$ cat src/rtl/moore_stim_gen.sv
// Stimulus generator that steers the six-state Moore lab machine to a requested state
// along a shortest path. Defining MOORE_STIM_CHECK_EN enables the shadow/observed mismatch check.
module moore_stim_gen #(
    parameter logic IDLE_BIT = 1'b0
) (
    input  logic       clk,
    input  logic       rst_n,
    input  logic       start,
    input  logic [2:0] target,
    input  logic [2:0] state_obs,
    output logic       in_bit,
    output logic [2:0] shadow_state,
    output logic       busy,
    output logic       done,
    output logic       err,
    output logic [1:0] steps,
    output logic       mismatch
);

    typedef enum logic {
        ST_IDLE,
        ST_STEER
    } state_t;

    state_t     r_state;
    state_t     w_state_n;
    logic [2:0] r_shadow;
    logic [2:0] r_tgt;
    logic [1:0] r_steps;
    logic [2:0] w_tgt_n;
    logic [1:0] w_steps_n;
    logic       w_in_bit;
    logic       w_done;
    logic       w_err;

    function automatic logic [2:0] f_next(input logic [2:0] s, input logic b);
        logic [2:0] n;
        case (s)
            3'd0:    n = b ? 3'd2 : 3'd1;
            3'd1:    n = b ? 3'd5 : 3'd4;
            3'd2:    n = b ? 3'd3 : 3'd1;
            3'd3:    n = b ? 3'd0 : 3'd1;
            3'd4:    n = b ? 3'd5 : 3'd4;
            3'd5:    n = b ? 3'd0 : 3'd3;
            default: n = 3'd0;
        endcase
        return n;
    endfunction

    // Bit t of each row is the first bit of a shortest path from s to t (ties resolved to 0).
    function automatic logic f_hop(input logic [2:0] s, input logic [2:0] t);
        logic [7:0] m;
        case (s)
            3'd0:    m = 8'b0000_1100;
            3'd1:    m = 8'b0010_1101;
            3'd2:    m = 8'b0000_1001;
            3'd3:    m = 8'b0000_0101;
            3'd4:    m = 8'b0010_1111;
            3'd5:    m = 8'b0000_0101;
            default: m = 8'b0000_0000;
        endcase
        return m[t];
    endfunction

    always_comb begin
        w_state_n = r_state;
        w_tgt_n   = r_tgt;
        w_steps_n = r_steps;
        w_in_bit  = IDLE_BIT;
        w_done    = 1'b0;
        w_err     = 1'b0;
        if (rst_n) begin
            if (r_state == ST_STEER) begin
                if (r_shadow == r_tgt) begin
                    w_done    = 1'b1;
                    w_state_n = ST_IDLE;
                end else begin
                    w_in_bit  = f_hop(r_shadow, r_tgt);
                    w_steps_n = r_steps + 2'd1;
                end
            end else if (start) begin
                if (target > 3'd5) begin
                    w_err = 1'b1;
                end else if (target == r_shadow) begin
                    w_done    = 1'b1;
                    w_steps_n = 2'd0;
                end else begin
                    w_tgt_n   = target;
                    w_steps_n = 2'd1;
                    w_in_bit  = f_hop(r_shadow, target);
                    w_state_n = ST_STEER;
                end
            end
        end
    end

    // The shadow follows the driven bit every cycle, idle or not.
    always_ff @(posedge clk) begin
        if (!rst_n) begin
            r_state  <= ST_IDLE;
            r_shadow <= 3'd0;
            r_tgt    <= 3'd0;
            r_steps  <= 2'd0;
        end else begin
            r_state  <= w_state_n;
            r_shadow <= f_next(r_shadow, w_in_bit);
            r_tgt    <= w_tgt_n;
            r_steps  <= w_steps_n;
        end
    end

`ifdef MOORE_STIM_CHECK_EN
    logic r_mismatch;

    always_ff @(posedge clk) begin
        if (!rst_n) begin
            r_mismatch <= 1'b0;
        end else if (state_obs != r_shadow) begin
            r_mismatch <= 1'b1;
        end
    end

    assign mismatch = r_mismatch;
`else
    logic w_unused_obs;

    assign w_unused_obs = ^state_obs;
    assign mismatch     = 1'b0;
`endif

    assign in_bit       = w_in_bit;
    assign done         = w_done;
    assign err          = w_err;
    assign busy         = (r_state == ST_STEER);
    assign shadow_state = r_shadow;
    assign steps        = r_steps;

endmodule

$ cat config.mk
export PLATFORM = sky130hd
export DESIGN_NAME = moore_stim_gen
export DESIGN_NICKNAME = d
export VERILOG_FILES = /design/src/rtl/moore_stim_gen.sv
export SDC_FILE = /design/constraint.sdc
export NUM_CORES = 1
export LEC_CHECK = 0
export ABC_AREA = 1
export CELL_PAD_IN_SITES_DETAIL_PLACEMENT = 1
export CELL_PAD_IN_SITES_GLOBAL_PLACEMENT = 2
export CORE_ASPECT_RATIO = 1.75
export CORE_UTILIZATION = 22
export DETAILED_ROUTE_END_ITERATION = 10
export HOLD_SLACK_MARGIN = 0.08
export PLACE_DENSITY = 0.72
export SLEW_MARGIN = 20
export SYNTH_ARGS = -nofsm -noshare
export SYNTH_HDL_FRONTEND = slang
export SYNTH_SLANG_ARGS = --single-unit
$ cat constraint.sdc
create_clock -name clk -period 1.63 [get_ports clk]
set_clock_uncertainty 0.1 [all_clocks]
set_input_delay 0.4075 -clock clk [delete_from_list [all_inputs] [get_ports clk]]
set_output_delay 0.4075 -clock clk [all_outputs]
set_load 0.05 [all_outputs]
# Yosys cells after proc, flatten, opt, wreduce, memory -nomap -nowiden
# Index checks and enable logic that the tools add are counted.
[word_totals]
reg_bits = 9
inputBits = 9
output_inout_bits = 10
wordCells = 71
[op_classes]
add_sub_neg = 1
magnitude_cmp = 3
eq_ne = 9
mux = 45
bitwise = 3
n_reduce_logical = 6
[op_table]
columns = ["operator", "n"]
rows = [
  ["2-to-1 mux 8 bit", 8],
  ["one-hot mux 6 bit (5 select lines)", 1],
  ["2-to-1 mux 1 bit", 26],
  ["one-hot mux 3 bit (5 select lines)", 1],
  ["2-to-1 mux 2 bit", 7],
  ["< comparator 3 x 4 -> 1 bit (second input constant)", 2],
  ["binary-select mux 1 bit (select 3 bit)", 2],
  ["== test 3 x 2 -> 1 bit (second input constant)", 2],
  ["== test 3 bit", 2],
  ["== test 3 bit (second input constant)", 2],
  ["inequality test 2 bit (second input constant)", 2],
  ["AND reduction 4 bit", 1],
  ["OR reduction 2 bit", 2],
  ["== test 3 x 1 -> 1 bit (second input constant)", 1],
  ["greater-than comparator 3 bit (second input constant)", 1],
  ["logical NOT 3 bit", 1],
  ["inverter 1 bit", 3],
  ["AND reduction 3 bit", 1],
  ["adder 2 x 1 -> 2 bit (second input constant)", 1],
  ["nonzero test 2 bit", 1],
]

# Depth between registers and ports, before layout
# Gate-level depths: netlist of run 1.
[logic_depth]
word_depth = 17
depth_mapped = 15
depth_no_buf = 14

# Least setup slack after synthesis of run 1
# No wires, ideal clock.
[synth_timing]
kind = "flip-flop to output port"
start = "register r_shadow[1] (netlist: shadow_state[1])"
end = "output done"
arrival_ns = 1.923
required_ns = 1.122
setup_slack_ns = -0.801
stages_incl_launch_ff = 10
path_buffers = 1
path_cell_list = "dfxtp_1 > buf_4 > inv_2 > nand2_1 > nand2_1 > nor2_1 > nand2_1 > nand2_2 > nand2_1 > nor2_1"
[synth_between]
elab_chain_cells = 6
elab_cells_between_ends = 8
cone_classes = "eq/ne: 2; mux: 6"
[synth_lines]
columns = ["element", "line_no", "rtl"]
rows = [
  ["from (decl)", "27", "logic [2:0] r_shadow;"],
  ["from (signal assigned)", "106", "r_shadow <= f_next(r_shadow, w_in_bit);"],
  ["== test 3 bit", "84", "end else if (target == r_shadow) begin"],
  ["2-to-1 mux 1 bit", "84", ""],
  ["2-to-1 mux 1 bit", "82", "if (target > 3'd5) begin"],
  ["2-to-1 mux 1 bit", "81", "end else if (start) begin"],
  ["2-to-1 mux 1 bit (*)", "73", "if (r_state == ST_STEER) begin"],
  ["2-to-1 mux 1 bit (*)", "72", "if (rst_n) begin"],
  ["to (decl)", "14", "output logic done,"],
]
# Mark *: on every way between the ends. The rest lies on a longest branch, timed or not.

# Worst setup path after layout of run 1
[layout_timing]
start = "input target[0]"
end = "output in_bit"
[layout_between]
elab_chain_cells = 7
elab_cells_between_ends = 9
cone_classes = "order compare: 1; eq/ne: 1; mux: 7"
[layout_lines]
columns = ["element", "line_no", "rtl"]
rows = [
  ["from (decl)", "9", "input logic [2:0] target,"],
  ["binary-select mux 1 bit (select 3 bit)", "62", "return m[t];"],
  ["2-to-1 mux 1 bit (not written as such)", "62", ""],
  ["2-to-1 mux 1 bit", "84", ""],
  ["2-to-1 mux 1 bit (*)", "82", ""],
  ["2-to-1 mux 1 bit (*)", "81", ""],
  ["2-to-1 mux 1 bit (*)", "73", ""],
  ["2-to-1 mux 1 bit (*)", "72", ""],
  ["to (decl)", "11", "output logic in_bit,"],
]
# Mark *: on every way between the ends. The rest lies on a longest branch, timed or not. The select of a mux whose other input is x is not followed.

==> qor.yml, run 1 <==
antenna_found_initial: 0
die_x_um: 46.1
num_rows: 27
grt_util_all_layers_pct: 17.0
io_buffer_count: 14
post-route-period-util_pct: 127
crit_required_ns: 1.12
antenna_left: 0
hold_path_depth: 2
grt_pass1_wl_um: 4460
diodes: 0
status: "finished with violations"
multi_input_area_um2: 628
rsz0062_at_grt: "true"
cellPowerDensity_nw_per_um2: 1420
initialDrtViolationCount: 15
seq_area_frac_synth_pct: 24.0
cts_tree: "yes"
syn_nets: 128
dp_hpwl_um: 2170
drc: 0
cts_buffers: 3
drv_cap: 0
setup_ws_ns: -0.442
dieArea_um2: 3650
final_hold_viol_count: 0
ir_drop_mv: 1.08
cts_sinks: 9
firstDrtPassIters: 3
grt_start_max_net_pins: 9
leakage_nw: 0.660
violations: "negative setup slack"
crit_type: "in -> out"
overflow: 0
arrival_ns: 1.56
gp_congestion: 0.837
die_y_um: 79.2
fillers: 390
synthCells: 119
clkLatencyLatePin_ns: 0.24
synth_area_um2: 749
final_common_cell: "buf_4"
yosysUniqueCellTypes: 22
ctsHoldBuffers: 0
io_pins: 19
drive_gt1_share_pct: 59.1
num_vias: 924
period_needed_ns: 2.07
r2r-start: "shadow_state[0]"
final_nets: 174
start_util_pct: 23.4
avgViaCountPerCell: 4.46
area_delta_synth_final_pct: 95.8
final_util_pct: 45.7
p_total_w: 0.00208
timing.setup.tns_ns: -0.914
crit_path_max_fanout: 4
core-area_um2: 3210
yosysWarningCount: 0
clkTransAtPathRegs_ns: 0.04
rr_worst_depth: 14
seq_area_um2: 198
endpoint_kind: "output port"
cp-start-kind: "primary input"
drt-total-wl_um: 2810
hold_path.startpoint: "steps[1]"
routedWlPerCell_um: 13.6
cts.htree.levels: 1
reg2reg_to: "shadow_state[0]"
setup_viol: 4
holdPathEnd: "steps[1]"
slew_violations: 0
ys_seq_elements: 9
grt_pass1_vias: 1031
cts-root-buf: "clkbuf_8"
syn_area_per_cell_um2: 6.30
hold_path.class: "reg -> reg"
fmax_mhz: 483
layout_common_cells: "28 x buf_4, 22 x nand2_1, 12 x nand2_2"
clockBufferDepth: 2
r2r_setup_slack_ns: -0.07
## flip-flops by register name, indices dropped and copies added (netlist names)
name	flops
shadow_state	3
steps	2
r_tgt	3
busy	1
## cell families (layout without fill, tap and decap cells)
kind of cell | Yosys count | after routing | synth area share, %
AND/OR/NAND/NOR | 70 | 70 | 44.9
AO/OA/AOI/OAI | 18 | 18 | 15.4
buffers and inverters | 17 | 62 | 10.5
flip-flops | 9 | 9 | 24.0
XOR/XNOR | 4 | 4 | 4.67
other | 1 | 1 | 0.500
## timing repair
action	CTS	global route
pin swaps	15	8
gates resized for setup	31	19
setup buffers	7	2
setup endpoints to repair	10	7
## layout make-up
| cell class | count | share of cell area (%) |
|---|---|---|
| clock buffers | 4 | 3.07 |
| inverters | 14 | 4.77 |
| multi-input cells | 93 | 42.8 |
| flip-flops and latches | 9 | 13.5 |
| well taps | 43 | 3.67 |
| repair buffers | 44 | 32.2 |
## power breakdown
group	switching, W	leakage (nW)	internal, W
Sequential	0.000137	0.0775	0.000288
Clock	0.0000910	0.0228	0.000171
Combinational	0.000709	0.560	0.000686
## cell usage after synthesis (all sizes together)
cell type,number,area [um^2]
inv,14,52.6
conb,1,3.75
o21ai,6,30.0
nor2,16,75.1
xnor2,4,35.0
nor3,2,10.0
nand2,41,191
nand3,11,60.1
a21oi,11,73.8
buf,3,26.3
o221a,1,11.3
dfxtp,9,180
## critical path: stages
cell           delay (ns)
dlygate4sd2_1        0.28
xnor2_1              0.22
nand3_2              0.14
nand2_4              0.09
nor2_4               0.03
nand2_2              0.08
nand2_4              0.06
nand2_4              0.09
inv_8                0.03
buf_12               0.13
## per-layer routing
| layer | vias up | track usage, % | wire length [um] |
|---|---|---|---|
| met5 | - | 0 | 0 |
| met4 | 0 | 7.06 | 43 |
| met3 | 4 | 0.682 | 32 |
| met2 | 11 | 34.8 | 1720 |
| met1 | 443 | 15.6 | 1010 |
| li1 | 466 | - | - |
## how the worst max path moves through the flow
stage | from | endpoint
4_1_cts | shadow_state[0] | in_bit
2_1_floorplan | shadow_state[2] | in_bit
5_1_grt | shadow_state[0] | in_bit
6_report | target[0] | in_bit
3_5_place_dp | target[1] | in_bit
3_3_place_gp | target[1] | in_bit
## per-stage QoR
stage | area, um^2 | hold WS (ns) | worst slack, ns | cells
floorplan | 817 | 0.389 | -0.165 | 119
global placement | 1240 | 0.399 | -0.688 | 195
detailed placement | 1240 | 0.420 | -0.733 | 195
CTS | 1390 | 0.426 | -0.456 | 205
global route | 1470 | 0.465 | -0.546 | 207
finish | 1470 | 0.443 | -0.442 | 207
Note: power is estimated with default switching activity, not from simulation.
==> run 2, diff against run 1 <==
--- a/config.mk
+++ b/config.mk
@@ -6,9 +6,11 @@
 export NUM_CORES = 1
 export LEC_CHECK = 0
 export ABC_AREA = 1
+export ABC_CLOCK_PERIOD_IN_PS = 1630
 export CELL_PAD_IN_SITES_DETAIL_PLACEMENT = 1
 export CELL_PAD_IN_SITES_GLOBAL_PLACEMENT = 2
 export CORE_ASPECT_RATIO = 1.75
+export CORE_MARGIN = 5
 export CORE_UTILIZATION = 22
 export DETAILED_ROUTE_END_ITERATION = 10
 export HOLD_SLACK_MARGIN = 0.08
==> qor.yml, run 2 (synthesis gave the netlist of run 1 again) <==
setup_viol: 5
p_total_w: 0.00200
firstDrtPassIters: 3
cts_sinks: 9
grt_pass1_vias: 1006
cpPeakStageDelay_ns: 0.44
period_needed_ns: 2.11
cts.htree.levels: 1
routedWlPerCell_um: 13.5
crit_type: "reg -> out"
area_delta_synth_final_pct: 89.0
antenna_left: 0
final_nets: 175
preCtsSetupSlack_ns: -0.686
place_area_um2: 1250
leakage_nw: 0.648
status: "finished with violations"
core-area_um2: 3330
crit_required_ns: 1.12
cellPowerDensity_nw_per_um2: 1410
grt_pass1_wl_um: 4590
fin_area_um2: 1420
fmax_mhz: 474
drive_gt1_share_pct: 57.6
endpoint_kind: "output port"
initialDrtViolationCount: 10
gp_congestion: 0.754
cp_cell_sequence: "nor2_4 -> buf_4 -> nor2_4 -> a21oi_2 -> nor2_4 -> nand2_2 -> nand2_4 -> nand2_4 -> inv_8 -> buf_12"
num_rows: 28
arrival_ns: 1.60
intPower_w: 0.00108
power.switching_w: 0.000920
dp_hpwl_um: 2330
final_hold_viol_count: 0
place_inst: 199
io_buffer_count: 14
avgViaCountPerCell: 4.35
stdcell_count: 210
clkTransAtPathRegs_ns: 0.04
cp-start-kind: "flop"
overflow: 0
die_x_um: 54.1
crit_family: "simple AND/OR/NAND/NOR gates"
final_common_cell: "buf_4"
antenna_found_initial: 0
grt_util_all_layers_pct: 13.6
clkLatencyLatePin_ns: 0.23
setup_ws_ns: -0.478
cts_tree: "yes"
timing.setup.tns_ns: -1.30
p_clk_share_pct: 13.1
sw_frac_of_total_pct: 46.0
post-route-period-util_pct: 129
drt-total-wl_um: 2830
violations: "negative setup slack"
rsz0062_at_grt: "true"
slew_violations: 0
combPwrFrac_pct: 66.1
die_y_um: 87.2
cp_num_buf_inv: 3
io_pins: 19
num_vias: 914
layout_common_cells: "29 x buf_4, 23 x nand2_1, 13 x nand2_2"
drv_cap: 0
ir_drop_mv: 0.499
cts-root-buf: "clkbuf_8"
hold_path.class: "reg -> reg"
drc: 0
cp_slowest_cell: "dfxtp_4"
cts_buffers: 3
seqPwrFrac_pct: 20.8
clockBufferDepth: 2
dieArea_um2: 4720
grt_start_max_net_pins: 9
start_util_pct: 22.5
diodes: 0
crit_path_max_fanout: 8
path_common_cell: "nor2_4"
[run 2: changes by cell type in the layout (fill, tap and decap cells not counted), moves of 2 or more]
| cell | change |
|---|---|
| buf_2 | +2 |
| dfxtp_1 | +2 |
| nand3_1 | -2 |
| nand3_2 | +2 |
[run 2: final timing paths]
check	from	end	slack [ns]	depth (start not counted)
worst min-delay path	steps[1]	steps[1]	0.42	2
worst max-delay path	shadow_state[2]	in_bit	-0.48	10
worst max register to register	shadow_state[2]	shadow_state[0]	-0.25	14
worst min register to register	steps[1]	steps[1]	0.42	2
[run 2: repair_timing]
item,4_1_cts,5_1_grt
buffers inserted,4,3
gates resized for setup,26,11
hold buffers,0,0
pin swaps,9,9
endpoints found under the setup margin,10,7
[run 2: metrics by stage]
| stage | hold slack [ns] | utilization [%] |
|---|---|---|
| finish | 0.419 | 42.6 |
| global route | 0.475 | 42.6 |
| CTS | 0.428 | 41.3 |
| detailed placement | 0.422 | 37.7 |
| global placement | 0.401 | 37.7 |
| floorplan | 0.389 | - |
[run 2: layer usage]
layer  part of all wire [%]  wire (um)  vias to the layer above  global-route usage (%)
met5                      0          0                        -                       0
met4                    1.5         43                        0                    5.44
met3                    2.0         57                        4                   0.686
met2                     64       1820                       10                    28.6
met1                     32        913                      435                    11.9
li1                       -          -                      465                       -
[run 2: cell type report]
class | count | area (um^2)
fillers | 427 | 1910
multi-input cells | 93 | 596
repair buffers | 45 | 459
flip-flops and latches | 9 | 193
inverters | 14 | 67.6
well taps | 45 | 56.3
clock buffers | 4 | 45.0
[run 2: power groups by stage]
stage / Combinational, W / Sequential (W) / Clock (W)
global route: 0.00142 / 0.000426 / 0.000273
detailed placement: 0.00118 / 0.000417 / 0
floorplan: 0.000601 / 0.000469 / 0
finish: 0.00132 / 0.000417 / 0.000262
CTS: 0.00126 / 0.000414 / 0.000266
global placement: 0.00116 / 0.000416 / 0
[run 2: worst register-to-register path, delay by kind of cell, from the launching register on]
kind	cells	cell delay (ns)
AO/OA/AOI/OAI	1	0.09
flip-flops	1	0.44
AND/OR/NAND/NOR	10	0.77
buffers and inverters	3	0.39
==> run 3, diff against run 2 <==
--- a/config.mk
+++ b/config.mk
@@ -15,7 +15,7 @@
 export DETAILED_ROUTE_END_ITERATION = 10
 export HOLD_SLACK_MARGIN = 0.08
 export PLACE_DENSITY = 0.72
-export SLEW_MARGIN = 20
+export SLEW_MARGIN = 10
 export SYNTH_ARGS = -nofsm -noshare
 export SYNTH_HDL_FRONTEND = slang
 export SYNTH_SLANG_ARGS = --single-unit
==> results of run 3 <==
Same layout as run 2: the final DEF is identical, and so are final timing and power.
